### src/rtl/hazard_ctrl_pkg.sv
// Shared encodings for the MISC-V hazard controller and the Forward unit.
package hazard_ctrl_pkg;

    typedef enum logic [1:0] {
        ST_RUN      = 2'd0,
        ST_MEM_WAIT = 2'd1,
        ST_FAULT    = 2'd2
    } state_e;

    // Forward unit operand-source select; kept here so both blocks agree.
    localparam logic [1:0] FWD_MEM = 2'd0;
    localparam logic [1:0] FWD_WB  = 2'd1;
    localparam logic [1:0] FWD_RF  = 2'd2;

endpackage

### src/rtl/hazard_ctrl_sat_counter.sv
// Saturating up-counter with synchronous reset and clear; clear beats increment.
module sat_counter #(
    parameter int unsigned WIDTH = 16
) (
    input  logic             clk,
    input  logic             reset,
    input  logic             inc,
    input  logic             clr,
    output logic [WIDTH-1:0] count
);

    logic [WIDTH-1:0] count_q, count_d;

    always_comb begin
        count_d = count_q;
        if (clr) begin
            count_d = '0;
        end else if (inc && (count_q != '1)) begin
            count_d = count_q + 1'b1;
        end
    end

    always_ff @(posedge clk) begin
        if (reset) begin
            count_q <= '0;
        end else begin
            count_q <= count_d;
        end
    end

    assign count = count_q;

endmodule

### src/rtl/hazard_ctrl.sv
// Pipeline hazard controller: load-use bubbles, branch redirects, memory-wait
// freezes, a wait watchdog and saturating stall/flush counters.
module hazard_ctrl
    import hazard_ctrl_pkg::*;
#(
    parameter int unsigned REG_W              = 3,
    parameter int unsigned ZERO_REG_HARDWIRED = 0,
    parameter int unsigned MEM_TIMEOUT        = 64,
    parameter int unsigned CNT_W              = 16
) (
    input  logic             clk,
    input  logic             reset,
    input  logic             id_valid,
    input  logic             id_uses_rs1,
    input  logic             id_uses_rs2,
    input  logic [REG_W-1:0] id_rs1,
    input  logic [REG_W-1:0] id_rs2,
    input  logic             ex_valid,
    input  logic             ex_is_load,
    input  logic             ex_writes_rd,
    input  logic [REG_W-1:0] ex_rd,
    input  logic             ex_branch_taken,
    input  logic             mem_req,
    input  logic             mem_ready,
    input  logic             ctr_clr,
    output logic             pc_en,
    output logic             ifid_en,
    output logic             idex_en,
    output logic             exmem_en,
    output logic             memwb_en,
    output logic             ifid_flush,
    output logic             idex_flush,
    output logic             fault,
    output logic [1:0]       state,
    output logic [CNT_W-1:0] stall_cnt,
    output logic [CNT_W-1:0] flush_cnt
);

    localparam int unsigned WAIT_W = (MEM_TIMEOUT < 2) ? 1 : $clog2(MEM_TIMEOUT + 1);
    localparam logic [WAIT_W-1:0] WAIT_LIMIT = WAIT_W'(MEM_TIMEOUT);

    state_e            state_q, state_d;
    logic [WAIT_W-1:0] wait_q, wait_d;

    logic freeze;
    logic redirect;
    logic src_hit;
    logic zero_dest;
    logic load_use;
    logic stall_inc;
    logic flush_inc;

    assign freeze    = ((state_q == ST_MEM_WAIT) | mem_req) & ~mem_ready;
    assign redirect  = ex_branch_taken & ~freeze;
    assign src_hit   = (id_uses_rs1 & (id_rs1 == ex_rd)) | (id_uses_rs2 & (id_rs2 == ex_rd));
    assign zero_dest = (ZERO_REG_HARDWIRED != 0) && (ex_rd == '0);
    assign load_use  = ex_valid & ex_is_load & ex_writes_rd & id_valid & src_hit & ~zero_dest;

    always_comb begin
        pc_en      = 1'b1;
        ifid_en    = 1'b1;
        idex_en    = 1'b1;
        exmem_en   = 1'b1;
        memwb_en   = 1'b1;
        ifid_flush = 1'b0;
        idex_flush = 1'b0;
        stall_inc  = 1'b0;
        flush_inc  = 1'b0;
        if (reset) begin
            {pc_en, ifid_en, idex_en, exmem_en, memwb_en} = '0;
            ifid_flush = 1'b1;
            idex_flush = 1'b1;
        end else if (state_q == ST_FAULT) begin
            {pc_en, ifid_en, idex_en, exmem_en, memwb_en} = '0;
        end else if (freeze) begin
            {pc_en, ifid_en, idex_en, exmem_en, memwb_en} = '0;
            stall_inc = 1'b1;
        end else if (redirect) begin
            ifid_flush = 1'b1;
            idex_flush = 1'b1;
            flush_inc  = 1'b1;
        end else if (load_use) begin
            pc_en      = 1'b0;
            ifid_en    = 1'b0;
            idex_flush = 1'b1;
            stall_inc  = 1'b1;
        end
    end

    // wait_d holds the post-increment count, so a limit of N faults after N frozen cycles.
    always_comb begin
        state_d = state_q;
        wait_d  = wait_q;
        unique case (state_q)
            ST_RUN: begin
                if (mem_req && !mem_ready) begin
                    if (MEM_TIMEOUT == 1) begin
                        state_d = ST_FAULT;
                        wait_d  = '0;
                    end else begin
                        state_d = ST_MEM_WAIT;
                        wait_d  = WAIT_W'(1);
                    end
                end
            end
            ST_MEM_WAIT: begin
                if (mem_ready) begin
                    state_d = ST_RUN;
                    wait_d  = '0;
                end else begin
                    wait_d = wait_q + 1'b1;
                    if ((MEM_TIMEOUT != 0) && (wait_d == WAIT_LIMIT)) begin
                        state_d = ST_FAULT;
                        wait_d  = '0;
                    end
                end
            end
            ST_FAULT: begin
                wait_d = '0;
            end
            default: begin
                state_d = ST_RUN;
                wait_d  = '0;
            end
        endcase
    end

    always_ff @(posedge clk) begin
        if (reset) begin
            state_q <= ST_RUN;
            wait_q  <= '0;
        end else begin
            state_q <= state_d;
            wait_q  <= wait_d;
        end
    end

    assign fault = (state_q == ST_FAULT);
    assign state = state_q;

    sat_counter #(.WIDTH(CNT_W)) u_stall_cnt (
        .clk   (clk),
        .reset (reset),
        .inc   (stall_inc),
        .clr   (ctr_clr),
        .count (stall_cnt)
    );

    sat_counter #(.WIDTH(CNT_W)) u_flush_cnt (
        .clk   (clk),
        .reset (reset),
        .inc   (flush_inc),
        .clr   (ctr_clr),
        .count (flush_cnt)
    );

endmodule

### config.mk
export PLATFORM = sky130hd
export DESIGN_NAME = hazard_ctrl
export DESIGN_NICKNAME = d
export VERILOG_FILES = /design/src/rtl/hazard_ctrl_pkg.sv /design/src/rtl/hazard_ctrl_sat_counter.sv /design/src/rtl/hazard_ctrl.sv
export SDC_FILE = /design/constraint.sdc
export NUM_CORES = 1
export LEC_CHECK = 0
export CAP_MARGIN = 25
export CORE_MARGIN = 1
export CORE_UTILIZATION = 43
export DETAILED_ROUTE_END_ITERATION = 10
export GPL_TIMING_DRIVEN = 0
export PLACE_DENSITY = 0.8
export SLEW_MARGIN = 20
export SYNTH_ARGS = -nofsm -noshare
export SYNTH_HDL_FRONTEND = slang
export SYNTH_SLANG_ARGS = --single-unit
### constraint.sdc
create_clock -name clk -period 2.2 [get_ports clk]
set_clock_uncertainty 0.05 [all_clocks]
set_input_delay 0.44 -clock clk [delete_from_list [all_inputs] [get_ports clk]]
set_output_delay 0.44 -clock clk [all_outputs]
set_load 0.05 [all_outputs]
After elaboration in Yosys (flattened, before gate mapping)
Index checks and enable logic that the tools add are counted.

Register bits: 41. Input port bits: 21. Output and inout bits: 42. Logic and storage cells: 66.

$add $sub $neg: 3. Eq/ne operators: 9. Mux-type cells: 30. Bitwise operators: 13. Reduce and logical (&&, ||, !) cells: 7.

Operator list (number): adder 16 x 1 -> 16 bit (second input constant) (2); != test 16 bit (second input constant) (2); two-way mux 1 bit (22); two-way mux 7 bit (3); one-hot mux 7 bit (2 select lines) (1); bitwise AND 1 bit (8); adder 7 x 1 -> 7 bit (second input constant) (1); equality test 7 bit (second input constant) (1); equality test 3 bit (2); two-way mux 2 bit (3); one-hot mux 2 bit (3 select lines) (1); logical AND 1 bit (3); != test 3 x 2 -> 1 bit (second input constant) (1); NOT 1 bit (3); AND reduction 3 bit (1); equality test 2 x 1 -> 1 bit (second input constant) (1); equality test 2 bit (second input constant) (1); logical NOT 2 bit (1); != test 2 bit (second input constant) (1); bitwise OR 1 bit (2); OR reduction 2 bit (1); logical NOT 1 bit (1).

Depth between registers and ports, before layout
Gate-level depths: netlist of the first run.

Depth after elaboration: 10. Mapped depth: 7. Depth with buffers taken out: 7.

By module
From an unflattened synthesis of the first run, not the netlist that was laid out.

Cell total of the unflattened synthesis: 294. Area total of the unflattened synthesis: 2521.2 um2.

Modules (own cells, without submodules): sat_counter (times used 2, cells each 102, area each 917.1 um2, sequential area each 320.3 um2); hazard_ctrl (times used 1, cells each 90, area each 686.9 um2, sequential area each 180.2 um2).

Worst setup path after synthesis of the first run
OpenSTA, ideal clock, no wires.

Path kind: register to output. Start: register state_q[0] (netlist: state[0]). End: output port pc_en. Data arrival time: 3.178 ns. Data required time: 1.710 ns. Setup slack: -1.468 ns. Cell stages (with the launch flop): 6. Path buffers: 2. Path through: dfxtp_1 -> nor2b_2 -> buf_6 -> nor3_1 -> o31a_1 -> buf_4.

Elaborated cells on any way between the ends: 10. Those cells by class: eq/ne: 2; mux: 4; bitwise: 4.

RTL lines: start: declaration (line hazard_ctrl.sv:42) `state_e state_q, state_d;`; start signal: assignment (line hazard_ctrl.sv:133) `state_q <= state_d;`; equality test 2 bit; named net fault (line hazard_ctrl.sv:33) `output logic fault,`; two-way mux 1 bit (line hazard_ctrl.sv:73) `end else if (state_q == ST_FAULT) begin`; two-way mux 1 bit (line hazard_ctrl.sv:69) `if (reset) begin`; end: declaration (line hazard_ctrl.sv:26) `output logic pc_en,`.

The timed path passes the listed nets, and every way through them passes these cells.

Final worst setup path of the first run
Start: register state_q[0] (netlist: state[0]). End: output port pc_en.

Cells in the longest elaborated chain, start to end: 9. Elaborated cells on any way between the ends: 10. Those cells by class: eq/ne: 2; mux: 4; bitwise: 4.

RTL lines: equality test 2 x 1 -> 1 bit (line hazard_ctrl.sv:53) `assign freeze = ((state_q == ST_MEM_WAIT) | mem_req) & ~mem_ready;`; bitwise OR 1 bit (line hazard_ctrl.sv:53); bitwise AND 1 bit (line hazard_ctrl.sv:53); NOT 1 bit (line hazard_ctrl.sv:54) `assign redirect = ex_branch_taken & ~freeze;`; bitwise AND 1 bit (line hazard_ctrl.sv:54); two-way mux 1 bit (line hazard_ctrl.sv:78) `end else if (redirect) begin`; two-way mux 1 bit (line hazard_ctrl.sv:75) `end else if (freeze) begin`; two-way mux 1 bit (*) (line hazard_ctrl.sv:73); two-way mux 1 bit (*) (line hazard_ctrl.sv:69).

Every way passes the cells marked *; elsewhere a longest branch is shown, timed or not.

==> results of run 1 <==
[routing by layer]
| metal | GRT usage [%] | share of wire [%] | wire length (µm) |
|---|---|---|---|
| met5 | 0 | 0 | 0 |
| met4 | 6.41 | 1.5 | 78 |
| met3 | 4.66 | 4.8 | 252 |
| met2 | 34.4 | 47 | 2470 |
| met1 | 25.1 | 46 | 2400 |
[Yosys cell counts (all sizes together) (5+ instances only)]
| library cell | instances | area, µm² |
|---|---|---|
| dfxtp | 41 | 821 |
| nand2 | 15 | 56.3 |
| xnor2 | 6 | 52.6 |
| buf | 5 | 37.5 |
| a21oi | 16 | 80.1 |
| o21ai | 12 | 67.6 |
| nand3 | 16 | 80.1 |
| xor2 | 22 | 193 |
| clkbuf | 6 | 22.5 |
| nand4 | 13 | 81.3 |
| nor2 | 40 | 150 |
| and3 | 8 | 50.1 |
[critical path, delay by kind of cell (launching register included)]
kind | cells | cell delay, ps
AO/OA/AOI/OAI | 2 | 300
AND/OR/NAND/NOR | 2 | 500
flip-flops | 1 | 370
buffers and inverters | 2 | 220
[kinds of logic (layout without fill, tap and decap cells)]
logic type | after synthesis | in the layout | share of synthesized area, %
buf+inv | 15 | 99 | 3.42
mux | 2 | 2 | 0.912
flops | 41 | 41 | 37.4
compound gates | 50 | 50 | 15.2
simple gates | 125 | 125 | 30.3
xor+xnor | 28 | 28 | 11.2
fa+ha+maj | 3 | 3 | 1.71
[worst min-delay path by stage]
stage / startpoint / endpoint / slack, ps / cells past startpoint
CTS: state[1] / wait_q[0] / 420 / 1
finish: wait_q[6] / wait_q[6] / 430 / 1
global route: wait_q[6] / wait_q[6] / 470 / 1
floorplan: wait_q[6] / wait_q[6] / 400 / 1
global placement: state[1] / wait_q[0] / 400 / 1
detailed placement: state[1] / state[0] / 400 / 1
[report_power, final]
part	switching (mW)	total [mW]	internal, mW
clock	0.254	0.474	0.220
sequential	0.00886	0.755	0.746
combinational	0.113	0.205	0.0912
total	0.376	1.43	1.06
[area by class of cell]
type | count | area share [%]
multi-input cells | 208 | 43.9
flip-flops and latches | 41 | 26.0
repair buffers | 77 | 22.1
well taps | 67 | 2.63
clock buffers | 6 | 2.28
plain buffers | 10 | 2.24
inverters | 4 | 0.472
clock inverters | 2 | 0.314
[layout by cell type, fill, tap and decap left out, drive strengths merged, types with 2 or more instances in the layout]
| cell | netlist | layout |
|---|---|---|
| nand3 | 16 | 16 |
| inv | 4 | 4 |
| and3 | 8 | 8 |
| ha | 3 | 3 |
| dlygate4sd2 | 0 | 7 |
| clkdlybuf4s50 | 0 | 35 |
| xor2 | 22 | 22 |
| o211ai | 2 | 2 |
| clkinv | 0 | 2 |
| a21oi | 16 | 16 |
| or4 | 3 | 3 |
| nor2b | 3 | 3 |
| nand3b | 2 | 2 |
| clkbuf | 6 | 16 |
| or2 | 2 | 2 |
| nor4b | 2 | 2 |
| dfxtp | 41 | 41 |
| o2111ai | 2 | 2 |
| a31oi | 3 | 3 |
| and4 | 4 | 4 |
| xnor2 | 6 | 6 |
| nor2 | 40 | 40 |
| o31a | 3 | 3 |
| dlymetal6s2s | 0 | 4 |
| mux2i | 2 | 2 |
| nand2b | 3 | 3 |
| buf | 5 | 27 |
| and2 | 3 | 3 |
| nor4 | 2 | 2 |
| nand2 | 15 | 15 |
| o21ai | 12 | 12 |
| nor3 | 2 | 2 |
| a211oi | 4 | 4 |
| nand4 | 13 | 13 |
| clkdlybuf4s15 | 0 | 4 |
| or3 | 4 | 4 |
[repair_timing]
action                                  4_1_cts  5_1_grt
gates resized for setup                      68       31
gates cloned                                  0        0
endpoints found under the setup margin       28       29
pin swaps                                    18       16
buffers inserted                              6        9
[flip-flops by register name, summed over array words and instances (netlist names)]
signal and cells:
state 2, wait_q 7, u_flush_cnt.count 16, u_stall_cnt.count 16
==> results.yml, run 1 <==
setup_path:
  ff2ff_path_depth: 6
  worstPathRequired_ps: 1710
  crit_fanout: 6
  crit_path_max_incr_delay_ps: 370
  r2r_slack_ps: 50
  critical_path_class: "reg2out"
  critPathCapture: "pc_en"
  rr_startpoint: "state[1]"
  path_cells: "or2b_1, a21oi_4, nor3_4, o31a_4, buf_8, buf_8"
  start_kind: "register"
  cp.arrival_ps: 1680
  crit_path_start: "state[0]"
  end_kind: "output pin"
  crit_top_cell: "buf_8"
  slowest_stage: "dfxtp_4"
  reg2reg_to: "u_stall_cnt.count[8]"
cells_and_area:
  fin_nets: 371
  fillers: 417
  drive_gt1_share_pct: 17.5
  final_area_um2: 3180
  fin_util_pct: 66.1
  final_cells: 415
  diodes: 0
  layout.area.seq_um2: 828
  syn2layout_area_growth_pct: 45.0
  multiInputGateArea_um2: 1400
clock_tree:
  clock_sinks: 41
  cts_tree: "yes"
  path_clk_slew_ps: 70
  root_buffer: "clkbuf_8"
  cts_buffer_depth: 2
  cts_buffers: 5
  clk_latency_ps: 290
  cts_hold_repair.buffers: 0
  cts_max_level: 2
power_and_ir_drop:
  p_leak_nw: 1.18
  finalPower_mw: 1.43
  peakVddDrop_uv: 239
  pwr_density_cell_nw_per_um2: 450
die:
  pin_count: 63
  start_util_pct: 45.6
  die_area_um2: 5400
  rows: 25
  core_um2: 4820
  die_y_um: 73.5
  fp.dieW_um: 73.5
place:
  pre_cts_ws_ps: -976
  port_buffers: 62
  dp.cells: 393
  dp_hpwl_mm: 3.70
  gp_congestion: 0.806
  dpl_cell_area_um2: 2950
yosys:
  async_reset_ff_share_pct: 0
  synth.avg_cell_area_um2: 8.32
  synthCells: 264
  ys_seq_area_share_pct: 37.4
  synth.distinct_cells: 49
  syn_nets: 288
  synth_ff_type: "dfxtp_1"
  synth-edff-count: 0
  synth_area_um2: 2200
  ys_ff_latch: 41
  ys_warn_count: 0
timing:
  hold_viol: 0
  tightest_slew_ps: 622
  rsz0062_at_grt: "yes"
  finalSetupTns_ps: 0
  period_needed_ps: 2170
  setup_viol: 0
  slew_headroom_pct: 58.2
  whs_ps: 435
  fmax_mhz: 460
  setup_slack_ps: 25.5
  fin_crit_sh_pct: 98.8
  slew_viol_final: 0
run_status:
  outcome: "completed"
detailed_routing:
  vias: 2188
  drcViolationCount: 0
  antenna_left: 0
  drt-initial-drc-count: 98
  first_pass_iters: 4
  wl_mm: 5.21
  wl_per_cell_um: 12.5
  viasPerCell: 5.27
grt:
  antenna_found_initial: 0
  grt-ovfl-total: 0
  grt_pass1_wl_mm: 8.58
  grt_start_max_net_pins: 13
  grt_pass1_vias: 1956
  grt_usage_pct: 20.2
min_path:
  hold_path.class: "reg2reg"
flow_run:
  max_cap_violations: 0
(Power assumes the default switching activity.)
==> run 2: changes to the inputs <==
--- a/config.mk
+++ b/config.mk
@@ -7,9 +7,10 @@
 export LEC_CHECK = 0
 export CAP_MARGIN = 25
 export CORE_MARGIN = 1
-export CORE_UTILIZATION = 43
+export CORE_UTILIZATION = 45
 export DETAILED_ROUTE_END_ITERATION = 10
 export GPL_TIMING_DRIVEN = 0
+export HOLD_SLACK_MARGIN = 0.12
 export PLACE_DENSITY = 0.8
 export SLEW_MARGIN = 20
 export SYNTH_ARGS = -nofsm -noshare
==> constraint.sdc (replaced) <==
create_clock -name clk -period 2.29 [get_ports clk]
set_clock_uncertainty 0.05 [all_clocks]
set_input_delay 0.458 -clock clk [delete_from_list [all_inputs] [get_ports clk]]
set_output_delay 0.458 -clock clk [all_outputs]
set_load 0.05 [all_outputs]
==> run 2 against run 1 <==
Compared with the run above: sequential share of layout area barely moved; sequential cell count unchanged; combinational power is 7% lower; critical path depth up 1; via count grew 2.8%.
==> results.yml, run 2 (synthesis gave the netlist of run 1 again) <==
run_status:
  outcome: "completed"
clock_tree:
  cts_hold_repair.buffers: 0
  path_clk_slew_ps: 70
  root_buffer: "clkbuf_8"
  cts_buffer_depth: 2
  clk_latency_ps: 290
  cts_tree: "yes"
  cts_max_level: 2
  cts_buffers: 5
  clock_sinks: 41
setup_path:
  start_kind: "primary input"
  critical_path_class: "in2out"
  ff2ff_path_depth: 7
  worstPathRequired_ps: 1780
  cp.arrival_ps: 1750
  end_kind: "output pin"
  crit_fanout: 2
detailed_routing:
  antenna_left: 0
  viasPerCell: 5.42
  vias: 2250
  drcViolationCount: 0
  wl_mm: 5.37
  drt-initial-drc-count: 143
  first_pass_iters: 4
  wl_per_cell_um: 12.9
power_and_ir_drop:
  finalPower_mw: 1.39
  pwr_density_cell_nw_per_um2: 438
  peakVddDrop_uv: 232
  p_leak_nw: 1.19
die:
  pin_count: 63
  core_um2: 4720
  die_y_um: 71.9
  rows: 25
  fp.dieW_um: 71.9
  die_area_um2: 5160
  start_util_pct: 46.5
timing:
  fin_crit_sh_pct: 98.7
  period_needed_ps: 2260
  fmax_mhz: 442
  slew_headroom_pct: 41.8
  whs_ps: 423
  setup_viol: 0
  rsz0062_at_grt: "yes"
  hold_viol: 0
  tightest_slew_ps: 871
  finalSetupTns_ps: 0
  slew_viol_final: 0
grt:
  grt_pass1_wl_mm: 8.84
  grt-ovfl-total: 0
  antenna_found_initial: 0
  grt_start_max_net_pins: 12
  grt_usage_pct: 21.6
  grt_pass1_vias: 2018
place:
  gp_congestion: 0.831
  port_buffers: 62
  dp_hpwl_mm: 3.75
  dp.cells: 393
min_path:
  hold_path.class: "reg2reg"
  hold_depth: 1
cells_and_area:
  drive_gt1_share_pct: 17.0
  layout_common_cells: "nor2_1, dfxtp_1, clkdlybuf4s50_1"
  final_cells: 415
  syn2layout_area_growth_pct: 45.0
  diodes: 0
  fin_nets: 372
flow_run:
  max_cap_violations: 0
-- run 2: cell count changes in the layout (fill, tap and decap cells not counted), sizes merged --
cell           before  now
buf                27   26
dlygate4sd2         7   12
clkdlybuf4s15       4    1
dlymetal6s2s        4    5
clkinv              2    0
-- run 2: repair_timing --
item                       4_1_cts  5_1_grt
setup buffers                   11        4
pin swaps                       11       15
resized for setup               70       15
setup endpoints to repair       23       19
-- run 2: final timing paths --
check / startpoint / endpoint / slack [ps]
hold reg to reg: state[1] / wait_q[0] / 420
setup / recovery: id_rs1[1] / pc_en / 30
hold / removal: state[1] / wait_q[0] / 420
setup reg to reg: state[1] / u_stall_cnt.count[5] / 120
-- run 2: layer usage --
metal	global-route usage (%)	share of wire, %
met1	26.4	45
met2	37.3	47
met3	4.50	5.3
met4	8.06	2.3
met5	0	0
-- run 2: area by class of cell --
cell class | instances | area (µm²)
Inverter | 4 | 15.0
Timing Repair Buffer | 77 | 713
Sequential cell | 41 | 828
Fill cell | 400 | 1540
Tap cell | 67 | 83.8
Clock buffer | 7 | 86.3
Buffer | 11 | 81.3
Multi-Input combinational cell | 208 | 1380
-- run 2: critical path, stage by stage --
cell           delay (ps)
dlygate4sd2_1         240
xnor2_1               140
nand4_1               130
and2_4                190
o31a_4                340
buf_8                 120
buf_8                 140
-- run 2: power breakdown --
part	leakage, nW	internal, mW	switching, mW
Sequential	0.332	0.717	0.00927
Clock	0.0443	0.239	0.238
Combinational	0.808	0.0838	0.108
-- run 2: per-stage QoR --
step,util [%],setup WS [ps],instance area (µm²)
after floorplan,-,9.52,2230
final,67.4,30.0,3180
after CTS,66.0,5.27,3120
after global placement,62.2,-899,2940
after detailed placement,62.2,-943,2940
after global routing,67.4,-43.6,3180
==> run 3: changes to the inputs <==
--- a/config.mk
+++ b/config.mk
@@ -6,13 +6,13 @@
 export NUM_CORES = 1
 export LEC_CHECK = 0
 export CAP_MARGIN = 25
-export CORE_MARGIN = 1
 export CORE_UTILIZATION = 45
 export DETAILED_ROUTE_END_ITERATION = 10
 export GPL_TIMING_DRIVEN = 0
 export HOLD_SLACK_MARGIN = 0.12
-export PLACE_DENSITY = 0.8
+export PLACE_DENSITY = 0.78
 export SLEW_MARGIN = 20
 export SYNTH_ARGS = -nofsm -noshare
 export SYNTH_HDL_FRONTEND = slang
+export SYNTH_HIERARCHICAL = 1
 export SYNTH_SLANG_ARGS = --single-unit
==> run 3 against run 2 <==
Compared with the run above: via count increased by 11%; sequential cell count unchanged; final cell count up 4.3%; power is 3.4% higher; hold slack better by 32 ps; maximum frequency fell by 0.48%; die area increased by 14%; largest cell class unchanged; highest routed layer unchanged.
==> results.yml, run 3 <==
place:
  port_buffers: 62
  dp_hpwl_mm: 4.17
  dpl_cell_area_um2: 3290
  gp_congestion: 0.845
die:
  start_util_pct: 48.1
  die_area_um2: 5910
  rows: 26
  pin_count: 63
  fp.dieW_um: 76.9
  die_y_um: 76.9
  core_um2: 5240
setup_path:
  ff2ff_path_depth: 9
  critPathTopFamily: "buffers and inverters"
  slowest_stage: "clkdlybuf4s50_1"
  cp_num_cells: 6
  crit_fanout: 3
  cp.arrival_ps: 1760
  path_cells: "clkdlybuf4s50_1, and4_4, nor2_4, buf_4, o31ai_4, clkbuf_4"
  critical_path_class: "in2out"
  crit_path_start: "id_uses_rs1"
  crit_path_max_incr_delay_ps: 460
  worst-path-buf-inv: 3
  rr_startpoint: "state[0]"
  start_kind: "primary input"
  worstPathRequired_ps: 1780
  end_kind: "output pin"
grt:
  use_met2_pct: 36.9
  use_met1_pct: 25.4
  grt_usage_pct: 21.3
  grt_start_max_net_pins: 16
  grt_pass1_vias: 2336
  grt-ovfl-total: 0
  grt-busiest-layer: "met2"
  use_met3_pct: 5.24
  antenna_found_initial: 0
  grt_pass1_wl_mm: 10.4
yosys:
  syn_nets: 318
  synth.avg_cell_area_um2: 8.58
  ys_ff_latch: 41
  synth-edff-count: 0
  synth_top_area_cell: "dfxtp_1"
  synth.distinct_cells: 54
  ys_top_cells_by_count: "dfxtp_1, nand2_1, o21ai_0"
  synth_area_leaders: "dfxtp_1, mux2i_1, nand2_1"
  synth_ff_type: "dfxtp_1"
  ys_warn_count: 6
  synthCells: 294
  synth_area_um2: 2520
  ys_seq_area_share_pct: 32.6
  synthMostInstantiatedCell: "dfxtp_1"
  synth_top_area_share_pct: 32.6
  async_reset_ff_share_pct: 0
detailed_routing:
  drt-initial-drc-count: 91
  vias: 2506
  antenna_left: 0
  wl_per_cell_um: 13.9
  first_pass_iters: 4
  viasPerCell: 5.79
  drcViolationCount: 0
  wl_mm: 6.00
clock_tree:
  clock_sinks: 41
  cts_tree: "yes"
  root_buffer: "clkbuf_8"
  path_clk_slew_ps: 70
  cts_max_level: 2
  cts_hold_repair.buffers: 0
  cts_buffer_depth: 2
  cts_buffers: 5
  clk_latency_ps: 290
timing:
  hold_viol: 0
  rsz0062_at_grt: "yes"
  finalSetupTns_ps: 0
  period_needed_ps: 2270
  tightest_slew_ps: 800
  slew_viol_final: 0
  setup_viol: 0
  whs_ps: 455
  fin_crit_sh_pct: 99.2
  slew_headroom_pct: 46.4
  fmax_mhz: 440
power_and_ir_drop:
  finalPower_mw: 1.44
  peakVddDrop_uv: 266
  p_leak_nw: 1.25
  pwr_density_cell_nw_per_um2: 413
cells_and_area:
  layout_common_cells: "dfxtp_1, clkdlybuf4s50_1, nand2_1"
  layout.area.seq_um2: 828
  final_area_um2: 3490
  syn2layout_area_growth_pct: 38.4
  layout_commonest_cell: "dfxtp_1"
  multiInputGateArea_um2: 1740
  drive_gt1_share_pct: 23.7
  fin_nets: 387
  fillers: 431
  diodes: 0
flow_run:
  max_cap_violations: 0
run_status:
  outcome: "completed"
min_path:
  min_from: "u_flush_cnt/count[5]"
  hold_depth: 2
  hold_path.class: "reg2reg"
-- run 3: cell types whose count changed in the layout (fill, tap and decap cells not counted), sizes merged, moves of 8 or more --
| cell | delta |
|---|---|
| xor2 | -22 |
| a31oi | +8 |
| nor2 | -30 |
| o21ai | +9 |
| buf | -8 |
| mux2i | +10 |
| nand2 | +17 |
| or3 | +13 |
-- run 3: final cells by class --
| type | instances | area share [%] |
|---|---|---|
| Multi-Input combinational cell | 230 | 49.7 |
| Sequential cell | 41 | 23.7 |
| Timing Repair Buffer | 65 | 17.7 |
| Buffer | 13 | 3.01 |
| Tap cell | 70 | 2.51 |
| Clock buffer | 7 | 2.47 |
| Inverter | 7 | 0.861 |
-- run 3: through the flow --
step / cells / setup slack, ps / utilization, %
5_1_grt: 433 / -7.36 / 66.6
3_3_place_gp: 426 / -1330 / 62.8
4_1_cts: 435 / -26.1 / 66.3
3_5_place_dp: 426 / -1290 / 62.8
2_1_floorplan: 294 / -303 / -
6_report: 433 / 19.2 / 66.6
-- run 3: what timing repair did --
item	in CTS	in global routing
gates resized for setup	86	16
setup buffers	2	1
hold endpoints to repair	0	0
pin swaps	18	14
endpoints found under the setup margin	39	27
-- run 3: final timing paths --
| path | slack (ps) | to |
|---|---|---|
| worst min register to register | 450 | u_flush_cnt/count[5] |
| worst min-delay path | 450 | u_flush_cnt/count[5] |
| worst max-delay path | 20 | idex_flush |
| worst max register to register | 170 | u_flush_cnt/count[12] |
-- run 3: per-layer routing --
metal	part of all wire, %	routed length, µm
met1	45	2710
met2	49	2950
met3	5.2	313
met4	0.57	34
met5	0	0
-- run 3: power breakdown --
group / leakage (nW) / switching (mW) / internal [mW] / total (mW)
clock network: 0.0443 / 0.245 / 0.239 / 0.484
logic: 0.869 / 0.134 / 0.0969 / 0.231
registers: 0.332 / 0.00928 / 0.718 / 0.727
-- run 3: worst register-to-register path, delay by kind of cell (launching register included) --
kind	cells	cell delay, ps
AND/OR/NAND/NOR	5	990
buffers and inverters	1	130
AO/OA/AOI/OAI	3	490
flip-flops	1	370
-- run 3: logic make-up after synthesis --
group / after synthesis / share of synthesized area (%)
buffers and inverters: 23 / 5.81
adder cells (fa/ha/maj): 3 / 1.49
AND/OR/NAND/NOR: 127 / 30.9
flip-flops: 41 / 32.6
XOR/XNOR: 6 / 2.08
AO/OA/AOI/OAI: 80 / 21.5
multiplexers: 14 / 5.66
